File: src/rtl/instruction_fetch_unit_pkg.sv
// Shared widths, constants and the prefetch entry layout for the fetch unit.
package instruction_fetch_unit_pkg;

    localparam int unsigned INSTR_W = 32;
    localparam int unsigned ADDR_W  = 32;
    localparam int unsigned ENTRY_W = INSTR_W + ADDR_W;

    localparam logic [ADDR_W-1:0] RESET_PC_DEF = 32'h0000_0000;
    localparam logic [ADDR_W-1:0] WORD_OFFSET  = 32'd4;

    typedef struct packed {
        logic [INSTR_W-1:0] instr;
        logic [ADDR_W-1:0]  pc;
    } fetch_entry_t;

    function automatic logic [ADDR_W-1:0] word_align(
        input logic [ADDR_W-1:0] addr
    );
        return {addr[ADDR_W-1:2], 2'b00};
    endfunction

endpackage

File: src/rtl/instruction_fetch_unit_fetch_fifo.sv
// Synchronous prefetch FIFO; Flush clears it exactly like reset.
module fetch_fifo #(
    parameter int WIDTH = 64,
    parameter int DEPTH = 4,
    localparam int AW = $clog2(DEPTH),
    localparam int CW = AW + 1
) (
    input  logic             Clk,
    input  logic             Rst,
    input  logic             Flush,
    input  logic             Push,
    input  logic [WIDTH-1:0] DIn,
    input  logic             Pop,
    output logic [WIDTH-1:0] DOut,
    output logic [CW-1:0]    Count,
    output logic             Full,
    output logic             Empty
);

    logic [WIDTH-1:0] mem_q [DEPTH];
    logic [AW-1:0]    rd_ptr_q, rd_ptr_d;
    logic [AW-1:0]    wr_ptr_q, wr_ptr_d;
    logic [CW-1:0]    count_q, count_d;
    logic             do_push, do_pop;

    assign Full    = (count_q == CW'(DEPTH));
    assign Empty   = (count_q == '0);
    assign do_pop  = Pop & ~Empty;
    // When full, the slot written is the one being popped this cycle.
    assign do_push = Push & (~Full | do_pop);

    always_comb begin
        rd_ptr_d = rd_ptr_q;
        wr_ptr_d = wr_ptr_q;
        count_d  = count_q;
        if (Flush) begin
            rd_ptr_d = '0;
            wr_ptr_d = '0;
            count_d  = '0;
        end else begin
            if (do_push) wr_ptr_d = wr_ptr_q + AW'(1);
            if (do_pop)  rd_ptr_d = rd_ptr_q + AW'(1);
            count_d = count_q + CW'(do_push) - CW'(do_pop);
        end
    end

    always_ff @(posedge Clk) begin
        if (Rst) begin
            rd_ptr_q <= '0;
            wr_ptr_q <= '0;
            count_q  <= '0;
        end else begin
            rd_ptr_q <= rd_ptr_d;
            wr_ptr_q <= wr_ptr_d;
            count_q  <= count_d;
        end
    end

    always_ff @(posedge Clk) begin
        if (do_push && !Flush && !Rst) begin
            mem_q[wr_ptr_q] <= DIn;
        end
    end

    assign DOut  = mem_q[rd_ptr_q];
    assign Count = count_q;

endmodule

File: src/rtl/instruction_fetch_unit.sv
// Fetch PC sequencer with prefetch FIFO and redirect flush, feeding decode.
module instruction_fetch_unit
    import instruction_fetch_unit_pkg::*;
#(
    parameter logic [31:0] RESET_PC   = RESET_PC_DEF,
    parameter int unsigned MEM_WORDS  = 396,
    parameter int unsigned FIFO_DEPTH = 4,
    localparam int OCC_W = $clog2(FIFO_DEPTH) + 1
) (
    input  logic               Clk,
    input  logic               Rst,
    output logic [ADDR_W-1:0]  ImemAddress,
    input  logic [INSTR_W-1:0] ImemInstruction,
    output logic               IfValid,
    output logic [INSTR_W-1:0] IfInstruction,
    output logic [ADDR_W-1:0]  IfPC,
    output logic [ADDR_W-1:0]  IfPCPlus4,
    input  logic               IdReady,
    input  logic               Redirect,
    input  logic [ADDR_W-1:0]  RedirectPC,
    output logic               FetchDone,
    output logic [OCC_W-1:0]   Occupancy
);

    // One extra bit so the end bound never aliases near 2^32.
    localparam logic [ADDR_W:0] END_ADDR = (ADDR_W + 1)'(MEM_WORDS) << 2;

    logic [ADDR_W-1:0] fetch_pc_q, fetch_pc_d;
    logic              in_range;
    logic              push, pop;
    logic              full, empty;
    logic [OCC_W-1:0]  count;
    logic [ENTRY_W-1:0] head_raw;
    fetch_entry_t      head, wr_entry;

    assign in_range = ({1'b0, fetch_pc_q} < END_ADDR);
    assign pop      = ~empty & IdReady;
    assign push     = ~Redirect & in_range & (~full | pop);

    always_comb begin
        fetch_pc_d = fetch_pc_q;
        if (Redirect) begin
            fetch_pc_d = word_align(RedirectPC);
        end else if (push) begin
            fetch_pc_d = fetch_pc_q + WORD_OFFSET;
        end
    end

    always_ff @(posedge Clk) begin
        if (Rst) begin
            fetch_pc_q <= RESET_PC;
        end else begin
            fetch_pc_q <= fetch_pc_d;
        end
    end

    assign wr_entry.instr = ImemInstruction;
    assign wr_entry.pc    = fetch_pc_q;

    fetch_fifo #(
        .WIDTH (ENTRY_W),
        .DEPTH (FIFO_DEPTH)
    ) u_fifo (
        .Clk   (Clk),
        .Rst   (Rst),
        .Flush (Redirect),
        .Push  (push),
        .DIn   (wr_entry),
        .Pop   (pop),
        .DOut  (head_raw),
        .Count (count),
        .Full  (full),
        .Empty (empty)
    );

    assign head          = fetch_entry_t'(head_raw);
    assign ImemAddress   = fetch_pc_q;
    assign IfValid       = ~empty;
    assign IfInstruction = empty ? '0 : head.instr;
    assign IfPC          = empty ? '0 : head.pc;
    assign IfPCPlus4     = empty ? '0 : head.pc + WORD_OFFSET;
    assign FetchDone     = ~in_range & empty;
    assign Occupancy     = count;

endmodule
File: config.mk
export PLATFORM = sky130hd
export DESIGN_NAME = instruction_fetch_unit
export DESIGN_NICKNAME = d
export VERILOG_FILES = /design/src/rtl/instruction_fetch_unit_pkg.sv /design/src/rtl/instruction_fetch_unit_fetch_fifo.sv /design/src/rtl/instruction_fetch_unit.sv
export SDC_FILE = /design/constraint.sdc
export NUM_CORES = 1
export LEC_CHECK = 0
export ABC_AREA = 0
export ABC_CLOCK_PERIOD_IN_PS = 3450
export CORE_ASPECT_RATIO = 1.1
export CORE_MARGIN = 10
export CORE_UTILIZATION = 48
export DETAILED_ROUTE_END_ITERATION = 8
export PLACE_DENSITY = 0.76
export SLEW_MARGIN = 20
export SYNTH_ARGS = -nofsm -noshare
export SYNTH_HDL_FRONTEND = slang
export SYNTH_SLANG_ARGS = --single-unit
File: constraint.sdc
create_clock -name Clk -period 3.45 [get_ports Clk]
set_input_delay 0.69 -clock Clk [delete_from_list [all_inputs] [get_ports Clk]]
set_output_delay 0.69 -clock Clk [all_outputs]
set_load 0.005 [all_outputs]
# Yosys cells after proc, flatten, opt, wreduce, memory -nomap -nowiden
# Memory sizes are Yosys's and may differ from the RTL's. A register that Yosys moved wholly into a read port is not among the register bits.
# Index checks and enable logic that the tools add are counted.
totals:
  mem_bits_rw: 256
  register_bits: 39
  inputBits: 68
  memories: 1
classes:
  n_mux: 9
  addsub: 6
  bitwise_logic: 12
  order_cmp: 1
  eq_ne: 1
  reduce_logical: 7
mem_list:
  columns: ["memory", "depth", "width", "rd", "rd_ports_with_merged_regs", "write_ports", "line", "text"]
  rows:
  - ["u_fifo.mem_q", 4, 64, 1, 1, 1, "instruction_fetch_unit_fetch_fifo.sv:20", "logic [WIDTH-1:0] mem_q [DEPTH];"]
ops:
  columns: ["cell", "n"]
  rows:
  - ["$mux 32", 5]
  - ["$add 32x3->32 const B", 2]
  - ["$lt 32x11->1 const B", 1]
  - ["$and 1x1->1", 6]
  - ["$add 2x1->2 const B", 2]
  - ["$mux 2", 2]
  - ["$not 1->1", 4]
  - ["$add 3x1->3", 1]
  - ["$eq 3x3->1 const B", 1]
  - ["$logic_not 3->1", 1]
  - ["$sub 3x1->3", 1]
  - ["$logic_and 1x1->1", 2]
  - ["$logic_not 1->1", 2]
  - ["$mux 1", 2]
  - ["$or 1x1->1", 2]
  - ["$reduce_bool 2->1", 1]
  - ["$reduce_or 2->1", 1]

# Depth between registers and ports, before layout
# Gate-level depths: netlist (run 1).
depth:
  depth_word: 10
  mapped_depth: 10

# By module
# Synthesis (run 1) repeated with hierarchy kept, for this count alone.
unflattened:
  hier_cells: 719
  area_unflattened_um2: 12375.6
by_module_without_submodules:
  columns: ["mod", "n_inst", "cells_per_inst", "area_each_um2"]
  rows:
  - ["fetch_fifo", 1, 381, 9785.6]
  - ["instruction_fetch_unit", 1, 338, 2590.0]

# Worst setup path after synthesis (run 1)
# OpenSTA, ideal clock, no wires.
synth_timing:
  kind: "register to register"
  start: "register fetch_pc_q[5] (netlist: ImemAddress[5])"
  end: "memory u_fifo.mem_q[0][10] (enable)"
  setup_time_ns: 0.427
  setup_slack_ns: -0.162
  t_arrival_ns: 3.186
  stages_incl_launch_ff: 6
  period_less_slack_ns: 3.612
  path_cell_list: "dfxtp_1 -> a2111oi_0 -> nor2_1 -> nor4_2 -> clkbuf_1 -> and3_1"
synth_via:
  elab_chain_cells: 8
synth_lines:
  columns: ["element", "line", "text"]
  rows:
  - ["start, declared", "instruction_fetch_unit.sv:28", "logic [ADDR_W-1:0] fetch_pc_q, fetch_pc_d;"]
  - ["start signal, assigned", "instruction_fetch_unit.sv:53", "fetch_pc_q <= fetch_pc_d;"]
  - ["$lt 32x11->1", "instruction_fetch_unit.sv:36", "assign in_range = ({1'b0, fetch_pc_q} < END_ADDR);"]
  - ["$and 1x1->1 (2 in a row)", "instruction_fetch_unit.sv:38", "assign push = ~Redirect & in_range & (~full | pop);"]
  - ["$and 1x1->1", "instruction_fetch_unit_fetch_fifo.sv:30", "assign do_push = Push & (~Full | do_pop);"]
  - ["$logic_and 1x1->1 (2 in a row)", "instruction_fetch_unit_fetch_fifo.sv:60", "if (do_push && !Flush && !Rst) begin"]
  - ["$mux 1", "instruction_fetch_unit_fetch_fifo.sv:60", null]
  - ["$mux 1 (implied by the code)", "instruction_fetch_unit_fetch_fifo.sv:61", "mem_q[wr_ptr_q] <= DIn;"]
  - ["end, declared", "instruction_fetch_unit_fetch_fifo.sv:20", null]
# Every way passes these cells.

==> flow_metrics.env, run 1 <==
export IMPL_status="finished with violations"
export IMPL_violations="negative setup slack"
export IMPL_power_mw=7.098
export IMPL_timing_rr_start="ImemAddress[15]"
export IMPL_die_x_um=170.6
export IMPL_die_area_um2=31660
export IMPL_cts_buffer_depth=3
export IMPL_synthCells=719
export IMPL_p_leak_nw=5.490
export IMPL_cp_max_fo=5
export IMPL_grt_max_degree=41
export IMPL_wl_per_cell_um=22.02
export IMPL_ios=201
export IMPL_synth_edff_count=248
export IMPL_cp_slowest_cell="or4_4"
export IMPL_first_global_vias=7673
export IMPL_cpMostUsedCell="buf_12"
export IMPL_synth_commonest_cells="edfxtp_1, and2_1, nor2_1, mux4_2, dfxtp_1"
export IMPL_synth_flop_cell="edfxtp_1"
export IMPL_clock_sinks=287
export IMPL_drive_above_1_share_pct=25.20
export IMPL_clk_pin_slew_ns=0.06
export IMPL_vias_per_cell=5.601
export IMPL_crit_type="flip-flop to output pin"
export IMPL_powerDensity_nw_per_um2=445.1
export IMPL_routabilityCongestion=0.8057
export IMPL_timing_hold_ws_ns=0.4855
export IMPL_hold_violations=0
export IMPL_crit_family="simple AND/OR/NAND/NOR gates"
export IMPL_arrival_ns=2.89
export IMPL_r2r_slack_ns=0.54
export IMPL_worst_slew_pin_slew_ns=0.5330
export IMPL_synth_avg_cell_area_um2=16.65
export IMPL_fin_setup_tns_ns=-0.6787
export IMPL_insertion_delay_ns=0.54
export IMPL_relSlewSlack_pct=63.97
export IMPL_htreeDepth=1
export IMPL_finalSetupViolCount=11
export IMPL_end_kind="output pin"
export IMPL_reg2regPathDepth=5
export IMPL_synthTopCellsByArea="edfxtp_1, mux4_2, dfxtp_1"
export IMPL_ff_latch_area_um2=8235
export IMPL_io_buffers=192
export IMPL_nets=1071
export IMPL_cts_made_buffers=28
export IMPL_vias=7438
export IMPL_yosys_warnings=0
export IMPL_post_synth_top_area_cell="edfxtp_1"
export IMPL_fillers=1752
export IMPL_cts_tree="done"
export IMPL_skew_ns=0.01655
export IMPL_drc_errors=0
export IMPL_path_cells="buf_12 -> buf_12 -> mux4_2 -> and4_4 -> nand4_1 -> buf_6 -> or4_4 -> a21oi_2 -> buf_2"
export IMPL_irDropWorstVdd_mv=0.3528
export IMPL_fmax_ghz=0.2791
export IMPL_hp_class="flip-flop to flip-flop"
export IMPL_synth_seq_cells=287
export IMPL_timing_final_ws_setup_ns=-0.1333
export IMPL_async_flop_share_pct=0
export IMPL_critPathMaxStageDelay_ns=0.47
export IMPL_critPathBufInv=4
export IMPL_grtUsageTotal_pct=18.06
export IMPL_fin_area_um2=15950
export IMPL_wl_um=29240
export IMPL_gr_total_overflow=0
export IMPL_dpl_cell_area_um2=14720
export IMPL_min_delay_path_depth=0
export IMPL_syn_cell_area_um2=11970
export IMPL_cp_start_kind="flip-flop"
export IMPL_area_growth_pct=33.21
export IMPL_r2r_end="u_fifo.mem_q[2][20]"
export IMPL_rows=60
export IMPL_synth_top_area_share_pct=62.21
export IMPL_ys_types=49
export IMPL_initial_core_util_pct=48.76
export IMPL_grt_pass1_wl_um=44360
export IMPL_antenna_left=0
export IMPL_dp_cells=1253
export IMPL_yosysMostFrequentCell="edfxtp_1"
export IMPL_drt_initial_drc_count=438
export IMPL_cts_hold_buf=0
export IMPL_period_share_pct=103.9
export IMPL_crit_required_ns=2.76
export IMPL_dp_hpwl_um=19630
export IMPL_whs_endpoint="u_fifo.mem_q[2][18]"
export IMPL_rsz0062_at_grt="yes"
export IMPL_max_cap_viol_count=0
export IMPL_ys_seq_area_share_pct=68.74
export IMPL_antenna_found_initial=2
export IMPL_dr_pass1_iters=5
export IMPL_multi_input_area_um2=3645
export IMPL_min_period_ns=3.583
export IMPL_drv_slew=0
export IMPL_die_h_um=185.6
export IMPL_hold_path_startpoint="ImemAddress[18]"
export IMPL_cts_root_buffer="clkbuf_16"
export IMPL_fin_cells=1328
export IMPL_core_um2=24550
-- state kept, by name, indices dropped and copies added, names as in the netlist, named ones only --
| register | cells |
|---|---|
| ImemAddress | 30 |
| u_fifo.wr_ptr_q | 2 |
| u_fifo.rd_ptr_q | 2 |
| u_fifo.mem_q | 248 |
| u_fifo.Count | 3 |
-- metrics by stage --
step / worst slack [ns] / util, %
detailed placement: 0.07116 / 59.95
CTS: -0.1861 / 64.51
finish: -0.1333 / 64.95
global placement: 0.08673 / 59.95
global route: -0.2395 / 64.94
floorplan: 0.5285 / -
-- layer usage --
layer / share of wire [%] / vias to the layer above / global-route usage [%]
li1: - / 3329 / -
met5: 0 / - / 0
met4: 1.5 / 0 / 4.354
met1: 40 / 3783 / 22.55
met3: 8.3 / 33 / 4.832
met2: 50 / 293 / 30.67
-- cell type report --
cell class,count,area share [%]
repair buffers,282,17.00
clock inverters,11,0.6827
flip-flops and latches,287,51.65
multi-input cells,376,22.86
inverters,19,0.4473
clock buffers,41,4.896
well taps,310,2.433
diodes,2,0.03139
-- cells by family (layout without fill, tap and decap cells) --
family | after synthesis | count (layout) | synth area share [%]
flip-flops | 287 | 287 | 68.74
AND/OR/NAND/NOR | 210 | 211 | 9.805
multiplexers | 84 | 84 | 13.86
buffers and inverters | 62 | 353 | 2.655
AO/OA/AOI/OAI | 47 | 47 | 2.519
XOR/XNOR | 19 | 19 | 1.390
adder cells (fa/ha/maj) | 9 | 9 | 1.003
other | 1 | 8 | 0.03133
-- cell usage in the layout (no fill, tap or decap), types with 16 or more instances in the layout --
master / Yosys / routed
dfxtp_1: 39 / 37
nor2_1: 56 / 56
clkbuf_16: 0 / 30
inv_1: 19 / 18
mux4_2: 51 / 60
edfxtp_1: 248 / 248
buf_4: 7 / 62
buf_2: 10 / 16
mux2i_1: 21 / 21
and2_1: 65 / 65
clkdlybuf4s50_1: 0 / 163
-- power breakdown --
group	leakage [nW]	switching [mW]	internal [mW]
registers	2.57	0.0450	3.79
logic	2.49	0.141	0.186
clock network	0.433	1.21	1.72
-- worst max path at each step --
stage / from / end / slack, ns / cells after the start
floorplan: ImemAddress[5] / u_fifo.mem_q[0][10] / 0.53 / 5
global placement: flip-flop / IfPCPlus4[22] / 0.09 / 10
detailed placement: flip-flop / IfPCPlus4[22] / 0.07 / 9
CTS: flip-flop / IfPCPlus4[26] / -0.19 / 10
global route: flip-flop / IfPCPlus4[31] / -0.24 / 9
finish: flip-flop / IfPCPlus4[31] / -0.13 / 9
-- repair_timing --
| item | in CTS | in global routing |
|---|---|---|
| gates cloned | 3 | 1 |
| pin swaps | 14 | 15 |
| buffers inserted | 12 | 8 |
| resized for setup | 116 | 42 |
| hold endpoints to repair | 0 | 0 |
| endpoints found under the setup margin | 53 | 55 |
No activity file was read; power rests on OpenSTA's default activity.
==> inputs of run 2 (changes only) <==
Settings changed: GPL_TIMING_DRIVEN from default to 0.
==> run 2 against run 1 <==
Effect of this change: the flow still finishes with violations (negative setup slack); die area unchanged; combinational power about the same; cell area increased by 2.0%; register-to-register slack got worse by 0.39 ns; critical endpoint is now IfPCPlus4[28]; largest power group unchanged; highest routed layer unchanged.
==> flow_metrics.env, run 2 (synthesis results as in run 1) <==
export IMPL_layout_common_cells="edfxtp_1, clkdlybuf4s50_1, and2_1, mux4_2, buf_4"
export IMPL_powerDensity_nw_per_um2=445.3
export IMPL_antenna_found_initial=0
export IMPL_dp_slack_ns=-0.5162
export IMPL_wl_per_cell_um=23.69
export IMPL_insertion_delay_ns=0.54
export IMPL_irDropWorstVdd_mv=0.2798
export IMPL_clock_sinks=287
export IMPL_min_period_ns=3.672
export IMPL_gr_total_overflow=0
export IMPL_period_share_pct=106.4
export IMPL_core_um2=24550
export IMPL_regMostFlops="u_fifo.mem_q"
export IMPL_dpl_cell_area_um2=14420
export IMPL_crit_type="flip-flop to output pin"
export IMPL_worst_slew_pin_slew_ns=0.9816
export IMPL_first_global_vias=7826
export IMPL_die_x_um=170.6
export IMPL_drive_above_1_share_pct=26.06
export IMPL_rsz0062_at_grt="yes"
export IMPL_grt_max_degree=47
export IMPL_timing_final_ws_setup_ns=-0.2220
export IMPL_fin_setup_tns_ns=-2.107
export IMPL_grtUsageTotal_pct=19.59
export IMPL_ios=201
export IMPL_hp_class="flip-flop to flip-flop"
export IMPL_cp_start_kind="flip-flop"
export IMPL_end_kind="output pin"
export IMPL_antenna_left=0
export IMPL_finalSetupViolCount=18
export IMPL_die_h_um=185.6
export IMPL_wl_um=31890
export IMPL_status="finished with violations"
export IMPL_reg2regPathDepth=6
export IMPL_cts_root_buffer="clkbuf_16"
export IMPL_vias_per_cell=5.630
export IMPL_antenna_cells=0
export IMPL_grt_pass1_wl_um=47350
export IMPL_vias=7578
export IMPL_routabilityCongestion=0.8518
export IMPL_cts_tree="done"
export IMPL_clk_pin_slew_ns=0.06
export IMPL_crit_required_ns=2.76
export IMPL_violations="negative setup slack"
export IMPL_cts_buffer_depth=3
export IMPL_cts_made_buffers=28
export IMPL_nets=1091
export IMPL_final_core_util_pct=66.23
export IMPL_io_buffers=192
export IMPL_drc_errors=0
export IMPL_drv_slew=0
export IMPL_area_growth_pct=35.82
export IMPL_dr_pass1_iters=5
export IMPL_fin_area_um2=16260
export IMPL_drt_initial_drc_count=734
export IMPL_dp_hpwl_um=20420
export IMPL_cts_hold_buf=0
export IMPL_initial_core_util_pct=48.76
export IMPL_die_area_um2=31660
export IMPL_cp_max_fo=5
export IMPL_min_delay_path_depth=2
export IMPL_rows=60
export IMPL_arrival_ns=2.98
export IMPL_relSlewSlack_pct=34.56
export IMPL_p_leak_nw=6.136
export IMPL_hold_violations=0
export IMPL_final_common_cell="edfxtp_1"
export IMPL_htreeDepth=1
export IMPL_fmax_ghz=0.2723
export IMPL_max_cap_viol_count=0
export IMPL_largest_register_ff_count=248
export IMPL_skew_ns=0.02603
[run 2: changes by cell type in the layout (fill, tap and decap cells not counted), moves of 5 or more]
| cell | before | now |
|---|---|---|
| dlymetal6s2s_1 | 2 | 31 |
| clkdlybuf4s50_1 | 163 | 137 |
| clkbuf_1 | 11 | 19 |
| a21oi_1 | 8 | 3 |
| a21oi_2 | 7 | 12 |
| buf_16 | 0 | 5 |
| clkbuf_8 | 1 | 6 |
[run 2: final timing paths]
kind	start	slack, ns	end
hold reg to reg	u_fifo.wr_ptr_q[1]	0.52	u_fifo.wr_ptr_q[1]
hold / removal	u_fifo.wr_ptr_q[1]	0.52	u_fifo.wr_ptr_q[1]
setup reg to reg	ImemAddress[15]	0.15	u_fifo.mem_q[1][41]
setup / recovery	flip-flop	-0.22	IfPCPlus4[28]
[run 2: area by class of cell]
class                           instances  area (µm²)
Clock buffer                           39       813.3
Timing Repair Buffer                  258        2581
Inverter                               19       75.07
Clock inverter                         13       128.9
Tap cell                              310       387.9
Multi-Input combinational cell        377        3660
Sequential cell                       287        8232
Fill cell                            1711        8290
Buffer                                 43       380.4
[run 2: per-stage QoR]
step,cells,total power [mW],hold WS [ns]
after floorplan,724,4.009,0.4692
after global placement,1226,4.227,0.4897
after detailed placement,1230,4.236,0.5047
after CTS,1324,7.282,0.5127
after global routing,1346,7.457,0.5257
final,1346,7.240,0.5154
[run 2: repair_timing]
action | CTS | global route
buffers inserted | 37 | 20
pin swaps | 17 | 11
cloned | 5 | 2
endpoints found under the setup margin | 284 | 70
gates resized for setup | 147 | 70
hold endpoints to repair | 0 | 0
[run 2: worst max-delay path, cell delays in order, from the launching register on]
cell and delay (ns):
dfxtp_4 0.36, buf_12 0.14, mux4_2 0.45, ha_4 0.19, and4_1 0.21, nand4_1 0.16, buf_4 0.20, or4_4 0.41
a21oi_2 0.16, buf_2 0.16
[run 2: metal layers]
metal	global-route usage [%]	vias up	share of wire, %
met3	5.319	48	8.3
met2	33.20	333	50
met5	0	-	0
li1	-	3383	-
met1	24.20	3814	39
met4	5.442	0	2.1
[run 2: where the power goes]
group | total, mW | leakage (nW) | switching, mW | internal (mW)
registers | 3.85 | 2.57 | 0.0536 | 3.79
clock network | 3.06 | 0.467 | 1.26 | 1.80
logic | 0.329 | 3.10 | 0.142 | 0.187
total | 7.24 | 6.14 | 1.46 | 5.78
